<file path="src/rtl/vec_mem_seq.sv">
`default_nettype none
// ============================================================================
// Module      : vec_mem_seq
// Description : Strided vector load/store sequencer (0-4 x 16-bit elements)
//               between the CVP14 datapath and a single-port static RAM.
// Revision    : 1.0 - initial release
// ============================================================================
module vec_mem_seq #(
    parameter int RD_LAT = 1
) (
    input  logic        Clk1,
    input  logic        Reset,
    input  logic        req_valid,
    output logic        req_ready,
    input  logic        req_wr,
    input  logic [15:0] req_base,
    input  logic [15:0] req_stride,
    input  logic [2:0]  req_cnt,
    input  logic [15:0] wdata,
    input  logic        wdata_valid,
    output logic        wdata_ready,
    output logic [15:0] rdata,
    output logic        rdata_valid,
    output logic [1:0]  rdata_idx,
    output logic        done,
    output logic [15:0] Addr,
    output logic        RD,
    output logic        WR,
    output logic [15:0] DataOut,
    input  logic [15:0] DataIn
);

    typedef enum logic [2:0] {
        S_IDLE     = 3'd0,
        S_RD_ISSUE = 3'd1,
        S_RD_WAIT  = 3'd2,
        S_WDAT     = 3'd3,
        S_WR_ISSUE = 3'd4,
        S_DONE     = 3'd5
    } state_t;

    localparam logic [2:0] c_lat_last = 3'(RD_LAT - 1);
    localparam logic [2:0] c_lat      = 3'(RD_LAT);

    state_t      r_state;
    state_t      w_state_nxt;
    logic [2:0]  r_cnt;
    logic [2:0]  r_wcnt;
    logic [1:0]  r_idx;
    logic [15:0] r_a;
    logic [15:0] r_stride;
    logic [15:0] r_addr;
    logic [15:0] r_dataout;
    logic [15:0] r_rdata;
    logic [1:0]  r_rdata_idx;
    logic        r_rd;
    logic        r_wr;
    logic        r_rdata_valid;

    logic [2:0]  w_cnt_in;
    logic [15:0] w_a_inc;
    logic        w_accept;
    logic        w_last;
    logic        w_capture;
    logic        w_wr_go;
    logic        w_advance;

    assign w_cnt_in = (req_cnt > 3'd4) ? 3'd4 : req_cnt;
    assign w_a_inc  = r_a + r_stride;
    assign w_accept = (r_state == S_IDLE) && req_valid;
    assign w_last   = ({1'b0, r_idx} == (r_cnt - 3'd1));

    always_ff @(posedge Clk1 or negedge Reset) begin
        if (!Reset) begin
            r_state <= S_IDLE;
        end else begin
            r_state <= w_state_nxt;
        end
    end

    // The last load element gets one extra RD_WAIT cycle so its rdata_valid
    // precedes the done pulse instead of coinciding with it.
    always_comb begin
        w_state_nxt = r_state;
        w_capture   = 1'b0;
        w_wr_go     = 1'b0;
        w_advance   = 1'b0;
        case (r_state)
            S_IDLE: begin
                if (req_valid) begin
                    if (w_cnt_in == 3'd0) begin
                        w_state_nxt = S_DONE;
                    end else if (req_wr) begin
                        w_state_nxt = S_WDAT;
                    end else begin
                        w_state_nxt = S_RD_ISSUE;
                    end
                end
            end
            S_RD_ISSUE: w_state_nxt = S_RD_WAIT;
            S_RD_WAIT: begin
                if (r_wcnt == c_lat_last) begin
                    w_capture = 1'b1;
                    if (!w_last) begin
                        w_advance   = 1'b1;
                        w_state_nxt = S_RD_ISSUE;
                    end
                end else if (r_wcnt == c_lat) begin
                    w_state_nxt = S_DONE;
                end
            end
            S_WDAT: begin
                if (wdata_valid) begin
                    w_wr_go     = 1'b1;
                    w_state_nxt = S_WR_ISSUE;
                end
            end
            S_WR_ISSUE: begin
                if (w_last) begin
                    w_state_nxt = S_DONE;
                end else begin
                    w_advance   = 1'b1;
                    w_state_nxt = S_WDAT;
                end
            end
            S_DONE:  w_state_nxt = S_IDLE;
            default: w_state_nxt = S_IDLE;
        endcase
    end

    always_ff @(posedge Clk1 or negedge Reset) begin
        if (!Reset) begin
            r_cnt         <= 3'd0;
            r_wcnt        <= 3'd0;
            r_idx         <= 2'd0;
            r_a           <= 16'd0;
            r_stride      <= 16'd0;
            r_addr        <= 16'd0;
            r_dataout     <= 16'd0;
            r_rdata       <= 16'd0;
            r_rdata_idx   <= 2'd0;
            r_rd          <= 1'b0;
            r_wr          <= 1'b0;
            r_rdata_valid <= 1'b0;
        end else begin
            r_rd          <= (w_state_nxt == S_RD_ISSUE);
            r_wr          <= w_wr_go;
            r_rdata_valid <= w_capture;

            if (w_accept) begin
                r_cnt    <= w_cnt_in;
                r_stride <= req_stride;
                r_a      <= req_base;
                r_idx    <= 2'd0;
            end else if (w_advance) begin
                r_a   <= w_a_inc;
                r_idx <= r_idx + 2'd1;
            end

            // Addr only moves when a strobe is about to be issued.
            if (w_state_nxt == S_RD_ISSUE) begin
                r_addr <= w_accept ? req_base : w_a_inc;
            end else if (w_wr_go) begin
                r_addr <= r_a;
            end

            if (w_wr_go) begin
                r_dataout <= wdata;
            end

            if (r_state == S_RD_ISSUE) begin
                r_wcnt <= 3'd0;
            end else if (r_state == S_RD_WAIT) begin
                r_wcnt <= r_wcnt + 3'd1;
            end

            if (w_capture) begin
                r_rdata     <= DataIn;
                r_rdata_idx <= r_idx;
            end
        end
    end

    assign req_ready   = (r_state == S_IDLE);
    assign wdata_ready = (r_state == S_WDAT);
    assign done        = (r_state == S_DONE);
    assign rdata       = r_rdata;
    assign rdata_valid = r_rdata_valid;
    assign rdata_idx   = r_rdata_idx;
    assign Addr        = r_addr;
    assign RD          = r_rd;
    assign WR          = r_wr;
    assign DataOut     = r_dataout;

endmodule
`default_nettype wire

</file>
<file path="config.mk">
export PLATFORM = sky130hd
export DESIGN_NAME = vec_mem_seq
export DESIGN_NICKNAME = d
export VERILOG_FILES = /design/src/rtl/vec_mem_seq.sv
export SDC_FILE = /design/constraint.sdc
export NUM_CORES = 1
export LEC_CHECK = 0
export ABC_AREA = 1
export BUFFER_PORTS_ARGS = -buffer_cell sky130_fd_sc_hd__buf_2
export CAP_MARGIN = 20
export CORE_ASPECT_RATIO = 1.1
export CORE_MARGIN = 2
export CORE_UTILIZATION = 40
export CTS_BUF_LIST = sky130_fd_sc_hd__clkbuf_8
export DETAILED_ROUTE_END_ITERATION = 7
export PLACE_DENSITY = 0.69
export SYNTH_ARGS = -nofsm -noshare
export SYNTH_HDL_FRONTEND = slang
export SYNTH_SLANG_ARGS = --single-unit
</file>
<file path="constraint.sdc">
create_clock -name Clk1 -period 3.6 [get_ports Clk1]
set_clock_uncertainty 0.15 [all_clocks]
set_input_delay 0.9 -clock Clk1 [delete_from_list [all_inputs] [get_ports Clk1]]
set_output_delay 0.9 -clock Clk1 [all_outputs]
set_load 0.01 [all_outputs]
</file>
Yosys cells after proc, flatten, opt, wreduce, memory -nomap -nowiden
Cells that the tools add are included.
{"block": "word_totals", "ff_bits": 96, "in_bits": 72, "out_inout_bits": 56, "elab_cells": 59}
{"block": "classes", "mux": 26, "n_reduce_logical": 7, "n_addsub": 4, "n_eq_ne": 8, "magnitude_cmp": 1}
{"cell": "2-to-1 mux 16 bit", "count": 5}
{"cell": "2-to-1 mux 3 bit", "count": 10}
{"cell": "adder 16 bit", "count": 1}
{"cell": "case mux 3 bit (5 select lines)", "count": 1}
{"cell": "equality test 3 x 1 -> 1 bit, second input constant", "count": 3}
{"cell": "logical NOT 3 bit", "count": 3}
{"cell": "equality test 3 x 2 -> 1 bit, second input constant", "count": 2}
{"cell": "equality test 3 bit, second input constant", "count": 2}
{"cell": "2-to-1 mux 1 bit", "count": 6}
{"cell": "2-to-1 mux 2 bit", "count": 3}
{"cell": "nonzero test 2 bit", "count": 3}
{"cell": "adder 3 x 1 -> 3 bit, second input constant", "count": 1}
{"cell": "equality test 2 x 3 -> 1 bit", "count": 1}
{"cell": "greater-than comparator 3 bit, second input constant", "count": 1}
{"cell": "subtractor 3 x 1 -> 3 bit, second input constant", "count": 1}
{"cell": "adder 2 x 1 -> 2 bit, second input constant", "count": 1}
{"cell": "case mux 1 bit (2 select lines)", "count": 1}
{"cell": "logical AND 1 bit", "count": 1}

Logic depth before layout (Yosys ltp)
{"block": "depth", "ltp_word": 8, "mapped_depth": 16, "ltp_nobuf": 15}

Least setup slack after synthesis
OpenSTA, ideal clock, no wires.
{"block": "synth_path", "kind": "in2reg", "startpoint": "in req_valid", "endpoint": "reg r_cnt[2]", "required_time_ps": 3331, "slack_ps": 1512, "setup_ps": 119, "stages": 6, "n_path_buf": 3, "t_arrival_ps": 1819, "path_cell_list": "nand3_1 -> buf_4 -> clkinv_1 -> buf_2 -> buf_2 -> o21a_1"}
{"block": "synth_via", "elab_chain_cells": 1}
{"element": "start, declared", "line": "13", "source": "input logic req_valid,"}
{"element": "logical AND 1 bit", "line": "70", "source": "assign w_accept = (r_state == S_IDLE) && req_valid;"}
{"element": "end signal, assigned", "line": "151", "source": "r_cnt <= w_cnt_in;"}
{"element": "end, declared", "line": "47", "source": "logic [2:0] r_cnt;"}
No other way between the ends.
A chain may end at the register's enable or synchronous reset.

Worst setup path after layout
{"block": "layout_path", "startpoint": "in wdata_valid", "endpoint": "reg r_addr[2] (netlist: Addr[2])"}
{"block": "layout_via", "elab_chain_cells": 4, "elab_cells_between_ends": 7, "cone_classes": "1 x eq/ne; 5 x mux; 1 x reduce/logical"}
{"element": "start, declared", "line": "20", "source": "input logic wdata_valid,"}
{"element": "2-to-1 mux 3 bit", "line": "113", "source": "if (wdata_valid) begin"}
{"element": "case mux 3 bit (5 select lines)", "line": "88", "source": "case (r_state)"}
{"element": "equality test 3 x 1 -> 1 bit", "line": "161", "source": "if (w_state_nxt == S_RD_ISSUE) begin"}
{"element": "2-to-1 mux 16 bit / nonzero test 2 bit (equally long branches)"}
{"element": "end signal, assigned", "line": "162", "source": "r_addr <= w_accept ? req_base : w_a_inc;"}
{"element": "end signal, assigned", "line": "164", "source": "r_addr <= r_a;"}
{"element": "end, declared", "line": "52", "source": "logic [15:0] r_addr;"}
Parallel ways exist; a longest one is shown, timed or not.

==> metrics.md <==
| Metric | Value |
|---|---|
| Final-report hold violation count | 0 |
| Vias/cell | 4.71 |
| Slew margin rel. | 50.1% |
| CP max stage delay | 730 ps |
| Antenna diode count | 0 |
| Part of the Yosys area used for sequential elements | 46.6% |
| CP Capture Type | register |
| Post-Syn Area per Cell | 7.46 µm² |
| Critical Path AT | 2610 ps |
| Pin count of the biggest net entering global routing | 47 |
| Total Wirelength | 12.6 mm |
| WL per Instance | 12.8 µm |
| Clock power share | 10.9% |
| Layout cells sized above 1 | 21.9% |
| Drc violations | 0 |
| Layout Nets | 910 |
| Psw | 3.16 mW |
| Adder-cell share of the synthesized area | 5.00% |
| Min Clock Period, post-route | 2490 ps |
| Status | finished, final reports clean |
| Final period utilization | 69.1% |
| I/O pins | 128 |
| Reg2reg setup slack | 1130 ps |
| Setup TNS | 0 ps |
| Max-Cap Viols | 0 |
| Worst Setup Start Kind | primary input |
| Tot GR Track Use | 19.1% |
| First-pass GRT wire length | 21.3 mm |
| Total setup buffers inserted after CTS | 0 |
| Buffer and inverter count on the worst path | 4 |
| Compound-gate portion of the synthesized area | 5.16% |
| Count leader, synth | nand2_1 |
| M2 GR Usage | 31.5% |
| Max Freq | 402 MHz |
| Starting Density | 41.0% |
| Synth Flop Type | dfrtp_1 |
| Net Sw Frac | 49.4% |
| Synth unique cells | 37 |
| Clk pin slew, worst setup/hold paths | 100 ps |
| Rows | 43 |
| Main combinational cell family by area after synthesis | simple AND/OR/NAND/NOR gates |
| Hold-fix buffers at CTS | 0 |
| Die span in y | 123 µm |
| RSZ-0062 raised after global routing | no |
| HP Class | register to register |
| Top delay family on crit path | buffers and inverters |
| Power per cell area | 1040 nW/µm² |
| Least-Margin Pin Slew | 743 ps |
| Top cell types by occurrence after synthesis | 324 x nand2_1, 96 x dfrtp_1, 59 x inv_1 |
| Max clock buf depth | 2 |
| CTS tree | done |
| Synthesis-stage register bit count | 96 |
| Final instance area | 6140 µm² |
| Clock sinks | 96 |
| Crit Path Max Fanout | 26 |
| Clock Latency Late Sink | 370 ps |
| CP max-delay cell | clkinv_1 |
| Die area | 13800 µm² |
| GR peak layer | met2 |
| Die width | 112 µm |
| Asr flop ratio synth | 100% |
| Kind of critical path | primary input to register |
| Met3 usage | 2.35% |
| Core area | 12600 µm² |
| Area grow syn2layout | 18.9% |
| Top cell type's share of synthesized area | 46.6% |
| M1 GR Usage | 26.6% |
| Detail Placement HPWL | 9.58 mm |
| Post-synthesis simple-gate area fraction | 35.6% |
| Post_cts resized | 0 |
| ANT nets after route | 0 |
| Clock Root Buffer | clkbuf_8 |
| Main area contributors after synthesis | dfrtp_1 47%, nand2_1 24%, ha_1 4.6%, nand3_1 4.4%, inv_1 4.3% |
| Net Count, Synth | 784 |
| XOR/XNOR share of the synthesized area | 0.849% |
| Grt ovf | 0 |
| Mapped Cells | 692 |
| Initial antenna violation count | 0 |
| Vias in the first global route | 4448 |
| Number of synthesis warnings | 0 |
| Crit path required time | 3720 ps |
| RePlAce Congestion | 0.915 |
| CTS Buf Count | 9 |
| Combinational Power Share | 58.5% |
| Leading area contributor after synthesis | dfrtp_1 |
| Mux cell area share after synthesis | 0% |
| Endpoints failing setup | 0 |
| Max-slew violation count | 0 |
| DP Area | 5950 µm² |
| Worst vdd ir | 0.000366 V |
| Worst path cell trace | buf_2 > inv_1 > nor2_4 > clkinv_1 > nand2_1 > nand3_1 > nand2_1 > inv_1 |
| Synthesized area | 5160 µm² |
| Seq pwr share | 30.7% |
| Post-synth EDFFs | 0 |
| Clock H-tree levels | 3 |
| Port Buffer Count | 127 |
| First-pass DRT Iterations | 4 |
| First DRT Iteration DRCs | 245 |
| Static leakage power | 3.52 nW |
| Routed via count | 4619 |
| Internal power | 3.24 mW |
## area by class of cell
class	instances	area, µm²
clock buffers	9	124
multi-input cells	509	2410
well taps	157	196
repair buffers	134	691
flip-flops and latches	96	2400
clock inverters	7	62.6
fillers	1339	6450
inverters	68	255
## layout by cell type (no fill, tap or decap), types with 3 or more instances in the layout
| cell type | n |
|---|---|
| a21oi_1 | 11 |
| a31oi_1 | 8 |
| and2_1 | 3 |
| buf_2 | 126 |
| buf_4 | 8 |
| clkbuf_8 | 9 |
| dfrtp_1 | 96 |
| ha_1 | 19 |
| inv_1 | 59 |
| inv_2 | 7 |
| inv_8 | 3 |
| nand2_1 | 324 |
| nand3_1 | 45 |
| nand3_2 | 3 |
| nand3b_1 | 4 |
| nand4_1 | 5 |
| nor2_1 | 32 |
| nor2_2 | 3 |
| nor2_4 | 3 |
| nor3_1 | 5 |
| o21ai_0 | 14 |
| o21ai_1 | 3 |
| or2_2 | 6 |
| xnor2_1 | 3 |
## worst paths after layout
check	startpoint	endpoint	cells past startpoint
max in group asynchronous	Reset	RD	2
hold / removal	Addr[7]	Addr[7]	2
setup reg to reg	r_state[2]	Addr[2]	8
setup / recovery	wdata_valid	Addr[2]	8
hold reg to reg	Addr[7]	Addr[7]	2
min in group asynchronous	Reset	r_stride[12]	1
## state kept, by name (all words and copies together), names as in the netlist, 2 cells and up
signal and count:
r_stride 16, rdata_idx 2, r_cnt 3, Addr 16
r_state 3, r_a 16, r_idx 2, r_wcnt 3
rdata 16, DataOut 16
## worst reg2reg max path, delay by kind of cell (launching register included)
kind,cells,cell delay [ps]
AND/OR/NAND/NOR,5,900
buffers and inverters,3,860
flip-flops,1,460
## per-stage QoR
stage | utilization (%) | worst slack (ps) | hold slack [ps] | instances | power, mW
finish | 48.7 | 1110 | 327 | 980 | 6.40
global route | 48.7 | 807 | 347 | 980 | 7.14
CTS | 48.7 | 1070 | 334 | 980 | 6.45
detailed placement | 47.3 | 656 | 309 | 964 | 5.75
global placement | 47.3 | 696 | 302 | 964 | 5.64
floorplan | - | 1510 | 303 | 692 | 4.71
## cells by family (layout without fill, tap and decap cells)
kind of cell,count (synthesis),count (layout)
and+or+nand+nor,438,438
DFF,96,96
buffers and inverters,87,218
AOI/OAI and AO/OA,46,46
adders and majority gates,20,20
xor gates and xnor gates,5,5
## power by group through the flow
stage | sequential (mW) | clock [mW] | combinational [mW]
floorplan | 2.03 | 0 | 2.68
global placement | 1.98 | 0 | 3.67
detailed placement | 1.98 | 0 | 3.77
CTS | 1.96 | 0.713 | 3.78
global route | 2.03 | 0.750 | 4.36
finish | 1.96 | 0.694 | 3.74
## metal layers
metal	vias to the layer above	routed length [µm]	part of all wire (%)
met3	11	576	4.6
met4	0	144	1.1
met5	-	0	0
met2	106	5880	47
li1	2409	-	-
met1	2093	5950	47
No activity file was read; power rests on OpenSTA's default activity.
